[src/rtl/din_conditioner.sv]
// Input conditioner: two-flop synchronizer, debounce FSM, rise/fall strobes
// and a wrapping transition counter feeding a flip-flop d pin.
module din_conditioner #(
  parameter int DEBOUNCE = 4,
  parameter int CNT_W    = 8
) (
  input  logic             clk,
  input  logic             clear,
  input  logic             din_async,
  output logic             d_clean,
  output logic             rise,
  output logic             fall,
  output logic [CNT_W-1:0] toggles
);

  localparam int CW = $clog2(DEBOUNCE + 1);
  localparam logic [CW-1:0] QUAL_CNT = CW'(DEBOUNCE - 1);

  typedef enum logic [1:0] {
    ST_LOW     = 2'd0,
    ST_RISING  = 2'd1,
    ST_HIGH    = 2'd2,
    ST_FALLING = 2'd3
  } state_t;

  state_t           state_r, state_nxt_s;
  logic             s1_r, s2_r;
  logic [CW-1:0]    cnt_r, cnt_nxt_s;
  logic             level_s, qual_s;
  logic             d_clean_nxt_s, rise_nxt_s, fall_nxt_s;
  logic             d_clean_r, rise_r, fall_r;
  logic [CNT_W-1:0] toggles_r;

  // Synchronizer, FSM state and stability counter registers
  always_ff @(posedge clk or posedge clear) begin
    if (clear) begin
      s1_r    <= 1'b0;
      s2_r    <= 1'b0;
      state_r <= ST_LOW;
      cnt_r   <= '0;
    end else begin
      s1_r    <= din_async;
      s2_r    <= s1_r;
      state_r <= state_nxt_s;
      cnt_r   <= cnt_nxt_s;
    end
  end

  // Current accepted level and qualification of a pending change
  always_comb begin
    level_s = (state_r == ST_HIGH) || (state_r == ST_FALLING);
    qual_s  = (s2_r != level_s) && (cnt_r == QUAL_CNT);
  end

  // Next-state and stability counter logic; qualification wins over staying put
  always_comb begin
    state_nxt_s = state_r;
    if ((s2_r == level_s) || qual_s) begin
      cnt_nxt_s = '0;
    end else begin
      cnt_nxt_s = cnt_r + CW'(1);
    end
    case (state_r)
      ST_LOW: begin
        if (qual_s)      state_nxt_s = ST_HIGH;
        else if (s2_r)   state_nxt_s = ST_RISING;
        else             state_nxt_s = ST_LOW;
      end
      ST_RISING: begin
        if (!s2_r)       state_nxt_s = ST_LOW;
        else if (qual_s) state_nxt_s = ST_HIGH;
        else             state_nxt_s = ST_RISING;
      end
      ST_HIGH: begin
        if (qual_s)      state_nxt_s = ST_LOW;
        else if (!s2_r)  state_nxt_s = ST_FALLING;
        else             state_nxt_s = ST_HIGH;
      end
      ST_FALLING: begin
        if (s2_r)        state_nxt_s = ST_HIGH;
        else if (qual_s) state_nxt_s = ST_LOW;
        else             state_nxt_s = ST_FALLING;
      end
      default: begin
        state_nxt_s = ST_LOW;
      end
    endcase
  end

  // Output decode from the next state so outputs are registered alongside it
  always_comb begin
    d_clean_nxt_s = (state_nxt_s == ST_HIGH) || (state_nxt_s == ST_FALLING);
    rise_nxt_s    = qual_s && !level_s;
    fall_nxt_s    = qual_s && level_s;
  end

  // Registered outputs and wrapping transition counter
  always_ff @(posedge clk or posedge clear) begin
    if (clear) begin
      d_clean_r <= 1'b0;
      rise_r    <= 1'b0;
      fall_r    <= 1'b0;
      toggles_r <= '0;
    end else begin
      d_clean_r <= d_clean_nxt_s;
      rise_r    <= rise_nxt_s;
      fall_r    <= fall_nxt_s;
      if (qual_s) begin
        toggles_r <= toggles_r + CNT_W'(1);
      end else begin
        toggles_r <= toggles_r;
      end
    end
  end

  assign d_clean = d_clean_r;
  assign rise    = rise_r;
  assign fall    = fall_r;
  assign toggles = toggles_r;

endmodule

[config.mk]
export PLATFORM = sky130hd
export DESIGN_NAME = din_conditioner
export DESIGN_NICKNAME = d
export VERILOG_FILES = /design/src/rtl/din_conditioner.sv
export SDC_FILE = /design/constraint.sdc
export NUM_CORES = 1
export LEC_CHECK = 0
export ABC_CLOCK_PERIOD_IN_PS = 1800
export CORE_MARGIN = 1
export CORE_UTILIZATION = 45
export DETAILED_ROUTE_END_ITERATION = 16
export PLACE_DENSITY = 0.78
export SLEW_MARGIN = 20
export SYNTH_ARGS = -nofsm -noshare
export SYNTH_HDL_FRONTEND = slang
export SYNTH_SLANG_ARGS = --single-unit
[constraint.sdc]
create_clock -name clk -period 1.8 [get_ports clk]
set_clock_uncertainty 0.05 [all_clocks]
set_input_delay 0.27 -clock clk [delete_from_list [all_inputs] [get_ports clk]]
set_output_delay 0.27 -clock clk [all_outputs]
set_load 0.05 [all_outputs]
==> results of run 1 <==
logic make-up (layout without fill, tap and decap cells):
kind of cell / after synthesis / after routing / share of synthesized area [%]
mux: 2 / 2 / 3.954
flops: 16 / 16 / 60.26
buf+inv: 4 / 20 / 2.259
fa+ha+maj: 3 / 3 / 5.650
xor+xnor: 9 / 9 / 13.00
simple gates: 18 / 18 / 14.88
where the power goes:
group	leakage, nW	internal (W)	total (W)	switching, W
combinational	0.186	0.000166	0.000458	0.000292
clock	0.0210	0.000123	0.000234	0.000111
sequential	0.211	0.000433	0.000507	0.0000733
total	0.418	0.000722	0.00120	0.000476
final cells by class:
cell class	instances	area, um2
flip-flops and latches	16	400.4
clock buffers	4	36.28
fillers	114	510.5
multi-input cells	32	249.0
repair buffers	13	107.6
inverters	3	11.26
well taps	15	18.77
worst paths after layout:
| check | from | to | slack [ns] | cells past startpoint |
|---|---|---|---|---|
| max in group asynchronous | clear | state_r[1]$_DFF_PP0_ | 1.04 | 2 |
| min in group clk | s1_r$_DFF_PP0_ | s2_r$_DFF_PP0_ | 0.32 | 0 |
| worst min-delay path | clear | toggles[5]$_DFFE_PP0P_ | 0.28 | 2 |
| worst max register to register | cnt_r[0]$_DFF_PP0_ | toggles[6]$_DFFE_PP0P_ | 0.25 | 5 |
| worst min register to register | s1_r$_DFF_PP0_ | s2_r$_DFF_PP0_ | 0.32 | 0 |
| worst max-delay path | rise$_DFF_PP0_ | rise | 0.08 | 1 |
flip-flops by register name, summed over array words and instances (netlist names):
| signal | count |
|---|---|
| s2_r | 1 |
| s1_r | 1 |
| toggles | 8 |
| fall | 1 |
| state_r | 1 |
| rise | 1 |
| cnt_r | 3 |
stage by stage:
step / std cells / cell area, um2 / setup WS, ns / hold slack [ns] / power [W]
6_report: 83 / 823.3 / 0.07532 / 0.2847 / 0.001198
5_1_grt: 83 / 823.3 / 0.003844 / 0.3241 / 0.001273
4_1_cts: 83 / 823.3 / 0.05800 / 0.3122 / 0.001214
3_5_place_dp: 79 / 787.0 / 0.2416 / 0.3149 / 0.0009786
3_3_place_gp: 79 / 787.0 / 0.3503 / 0.2825 / 0.0009621
2_1_floorplan: 52 / 664.4 / 0.2221 / 0.1337 / 0.0008416
routing by layer:
layer | wire, um | vias up | track usage, % | share of wire (%)
li1 | - | 202 | - | -
met1 | 487 | 205 | 20.85 | 46
met2 | 473 | 15 | 20.63 | 45
met3 | 54 | 4 | 5.000 | 5.2
met4 | 31 | 0 | 15.00 | 3.0
met5 | 0 | - | 0 | 0
cell usage in the layout (no fill, tap or decap), types with 2 or more instances in the layout:
cell type / Yosys / routed
clkbuf_4: 0 / 3
and2_1: 2 / 2
buf_4: 0 / 9
inv_1: 3 / 3
xnor2_1: 6 / 6
and3_1: 2 / 2
clkdlybuf4s50_1: 0 / 4
dfrtp_1: 16 / 16
ha_1: 3 / 3
xor2_1: 2 / 2
nor2_1: 4 / 4
nand4_1: 3 / 3
nand3_1: 2 / 2
==> results_dict.tcl, run 1 <==
set metrics [dict create \
    place.gp.congestion 0.6858 \
    wire_per_inst_um 12.63 \
    die_h_um 40.43 \
    antenna_found_initial 0 \
    num_io_pins 14 \
    cts_hold_buffers 0 \
    dp_hpwl_um 781.4 \
    crit_type "reg2out" \
    nets 75 \
    synth.avg_cell_area_um2 12.78 \
    fin_tns_setup_ns 0 \
    vias 426 \
    relSlewSlack_pct 61.06 \
    totalWireLength_um 1048 \
    clk_pin_slew_ns 0.09 \
    ys_seq_area_share_pct 60.26 \
    synth_edf_count 0 \
    status "finished clean" \
    cpPeakStageDelay_ns 0.79 \
    viasPerCell 5.133 \
    drc 0 \
    postLayoutCoreUtil_pct 61.73 \
    synth_top_area_share_pct 60.26 \
    fmax_mhz 579.8 \
    pwr_density_cell_nw_per_um2 1456 \
    critPathBufInv 1 \
    ys_dominant_reg_cell "dfrtp_1" \
    finalSetupViolCount 0 \
    synth_fp_nets 58 \
    clockRootBuffer "clkbuf_4" \
    drive_gt1_share_pct 25.00 \
    cts_inserted_buffers 3 \
    clk_latency_ns 0.28 \
    peakVddDrop_mv 1.182 \
    tightest_slew_ns 0.5834 \
    hp-class "in2async" \
    crit_family "buffers and inverters" \
    synth_top_cells_by_count "16 x dfrtp_1, 6 x xnor2_1, 4 x nor2_1" \
    ys.warnings.count 0 \
    post_cts_buffers 0 \
    endpoint_kind "primary output" \
    dr.pass1.iters 4 \
    path_cells "clkdlybuf4s50_1" \
    hold_viol_final 0 \
    min_period_ns 1.725 \
    dieArea_um2 1634 \
    cts_resized 0 \
    die_w_um 40.43 \
    syn-cell-area_um2 664.4 \
    fp-row-count 13 \
    synth_most_common_cell "dfrtp_1" \
    grt_pass1_wl_um 1552 \
    cp-start-kind "register" \
    worst-path-max-fanout 1 \
    critical_path_arrival_ns 1.40 \
    drv.max_cap_violation_count 0 \
    critPathRequiredTime_ns 1.48 \
    grt-ovfl-total 0 \
    cts_sinks 16 \
    synth_cell_types 19 \
    synthArstFlopShare_pct 100.0 \
    initial_core_util_pct 49.81 \
    core-area_um2 1334 \
    period_share_pct 95.82 \
    area_growth_pct 23.92 \
    synth_top_cells_by_area "dfrtp_1 60%, xnor2_1 7.9%, ha_1 5.6%, nand4_1 2.8%, xor2_1 2.6%" \
    cts.htree.levels 1 \
    synth_top_area_cell "dfrtp_1" \
    antenna_cells 0 \
    cp_slowest_cell "clkdlybuf4s50_1" \
    syn-instance-count 52 \
    ant_nets 0 \
    drv_slew 0 \
    leakage_nw 0.4179 \
    drt_iter0_markers 5 \
    clk_path_buf_depth 2 \
    grt_max_degree 17 \
    io_buffers 13 \
    first_global_vias 361 \
    synth-seq-cells 16 \
    grt_usage_pct 16.07 \
    rsz0062_at_grt "false" \
    cts_tree "yes" \
]
(Power assumes the default switching activity.)
==> run 2, diff against run 1 <==
--- a/config.mk
+++ b/config.mk
@@ -5,11 +5,13 @@
 export SDC_FILE = /design/constraint.sdc
 export NUM_CORES = 1
 export LEC_CHECK = 0
-export ABC_CLOCK_PERIOD_IN_PS = 1800
+export ABC_CLOCK_PERIOD_IN_PS = 1400
 export CORE_MARGIN = 1
-export CORE_UTILIZATION = 45
+export CORE_UTILIZATION = 42
 export DETAILED_ROUTE_END_ITERATION = 16
-export PLACE_DENSITY = 0.78
+export GPL_TIMING_DRIVEN = 1
+export PLACE_DENSITY = 0.76
+export SKIP_CTS_REPAIR_TIMING = 1
 export SLEW_MARGIN = 20
 export SYNTH_ARGS = -nofsm -noshare
 export SYNTH_HDL_FRONTEND = slang
==> constraint.sdc (replaced) <==
create_clock -name clk -period 1.4 [get_ports clk]
set_clock_uncertainty 0.05 [all_clocks]
set_input_delay 0.21 -clock clk [delete_from_list [all_inputs] [get_ports clk]]
set_output_delay 0.21 -clock clk [all_outputs]
set_load 0.05 [all_outputs]
==> results_dict.tcl, run 2 (synthesis results as in run 1) <==
set metrics [dict create \
    antenna_found_initial 0 \
    min_period_ns 1.367 \
    worst-path-max-fanout 6 \
    cts_inserted_buffers 3 \
    hp-class "in2async" \
    drc 0 \
    final_common_cell "dfrtp_1" \
    num_io_pins 14 \
    cp-start-kind "register" \
    clk_pin_slew_ns 0.09 \
    grt_usage_pct 16.48 \
    tightest_slew_ns 0.2937 \
    fp-row-count 13 \
    clk_path_buf_depth 2 \
    drv_slew 0 \
    drv.max_cap_violation_count 0 \
    antenna_cells 0 \
    fmax_mhz 731.6 \
    ant_nets 0 \
    critical_path_arrival_ns 1.52 \
    core-area_um2 1383 \
    grt_pass1_wl_um 2118 \
    period_share_pct 97.63 \
    status "finished clean" \
    die_h_um 41.77 \
    fin_tns_setup_ns 0 \
    dp.cells 85 \
    dp_hpwl_um 894.1 \
    setup_ws_ns 0.03320 \
    pwr_density_cell_nw_per_um2 1784 \
    clockRootBuffer "clkbuf_4" \
    first_global_vias 475 \
    vias 460 \
    num-fill-cells 83 \
    cts_tree "yes" \
    cts.htree.levels 1 \
    nets 82 \
    viasPerCell 5.111 \
    postLayoutCoreUtil_pct 75.38 \
    cp_slowest_cell "dfrtp_1" \
    rsz0062_at_grt "true" \
    endpoint_kind "register" \
    place.gp.congestion 0.7689 \
    io_buffers 13 \
    drive_gt1_share_pct 42.67 \
    leakage_nw 0.4856 \
    path_cells "ha_4 -> ha_4 -> nand4_1 -> nor2_1 -> xor2_1" \
    drt_iter0_markers 7 \
    path_common_cell "ha_4" \
    power.total_w 0.001859 \
    layout.cells.non_filler 90 \
    regArea_um2 404.1 \
    crit_type "reg2reg" \
    final_cell_mix "13 x dfrtp_1, 11 x buf_12, 7 x buf_4, 6 x xnor2_1, 4 x nor2_1" \
    finalSetupViolCount 0 \
    largest_register_ffs 8 \
    dr.pass1.iters 3 \
    totalWireLength_um 1284 \
    grt-ovfl-total 0 \
    hold_viol_final 0 \
    clk_latency_ns 0.28 \
    cpPeakStageDelay_ns 0.39 \
    cts_sinks 16 \
    dieArea_um2 1745 \
    initial_core_util_pct 48.05 \
    area_growth_pct 56.87 \
    relSlewSlack_pct 80.40 \
    die_w_um 41.77 \
    dp_slack_ns -0.06073 \
    critPathRequiredTime_ns 1.55 \
    multi_input_comb_area_um2 279.0 \
    wire_per_inst_um 14.27 \
    grt_max_degree 17 \
    peakVddDrop_mv 1.352 \
]
==> run 2: cell count changes in the layout (fill, tap and decap cells not counted), moves of 2 or more <==
cell,change
ha_1,-2
dfrtp_2,+3
clkdlybuf4s50_1,-2
dfrtp_1,-3
buf_12,+11
buf_4,-2
ha_4,+2
==> run 2: routing by layer <==
metal | share of wire, % | up-vias | GRT usage (%)
met4 | 0.47 | 0 | 7.742
li1 | - | 216 | -
met3 | 3.2 | 2 | 2.609
met2 | 54 | 10 | 29.69
met1 | 42 | 232 | 18.80
met5 | 0 | - | 0
==> run 2: worst max-delay path, delay by kind of cell, from the launching register on <==
family        cells  cell delay [ns]
xor+xnor          1             0.19
fa+ha+maj         2             0.31
flops             1             0.39
simple gates      2             0.33
==> run 2: where the power goes <==
part           internal [W]  total [W]  switching, W
combinational      0.000442   0.000870      0.000428
clock              0.000158   0.000299      0.000141
sequential         0.000566   0.000690      0.000124
==> run 2: final timing paths <==
path                       depth (start not counted)                      to  slack (ns)          startpoint
max reg2reg                                        5  toggles[4]$_DFFE_PP0P_        0.03  cnt_r[0]$_DFF_PP0_
min in group clk                                   1          s1_r$_DFF_PP0_        0.31           din_async
min                                                3          rise$_DFF_PP0_        0.20               clear
min reg2reg                                        0          s2_r$_DFF_PP0_        0.31      s1_r$_DFF_PP0_
max in group asynchronous                          3  toggles[1]$_DFFE_PP0P_        0.90               clear
max                                                5  toggles[4]$_DFFE_PP0P_        0.03  cnt_r[0]$_DFF_PP0_
==> run 2: final cells by class <==
type	instances	area share, %
well taps	15	1.801
repair buffers	20	28.09
clock buffers	4	3.481
inverters	3	1.080
multi-input cells	32	26.77
flip-flops and latches	16	38.78
==> run 2: metrics by stage <==
stage	hold WS [ns]	area [um2]
2_1_floorplan	0.07354	669.4
4_1_cts	0.2016	1005
5_1_grt	0.2316	1042
3_5_place_dp	0.2870	968.4
6_report	0.1976	1042
3_3_place_gp	0.2859	968.4
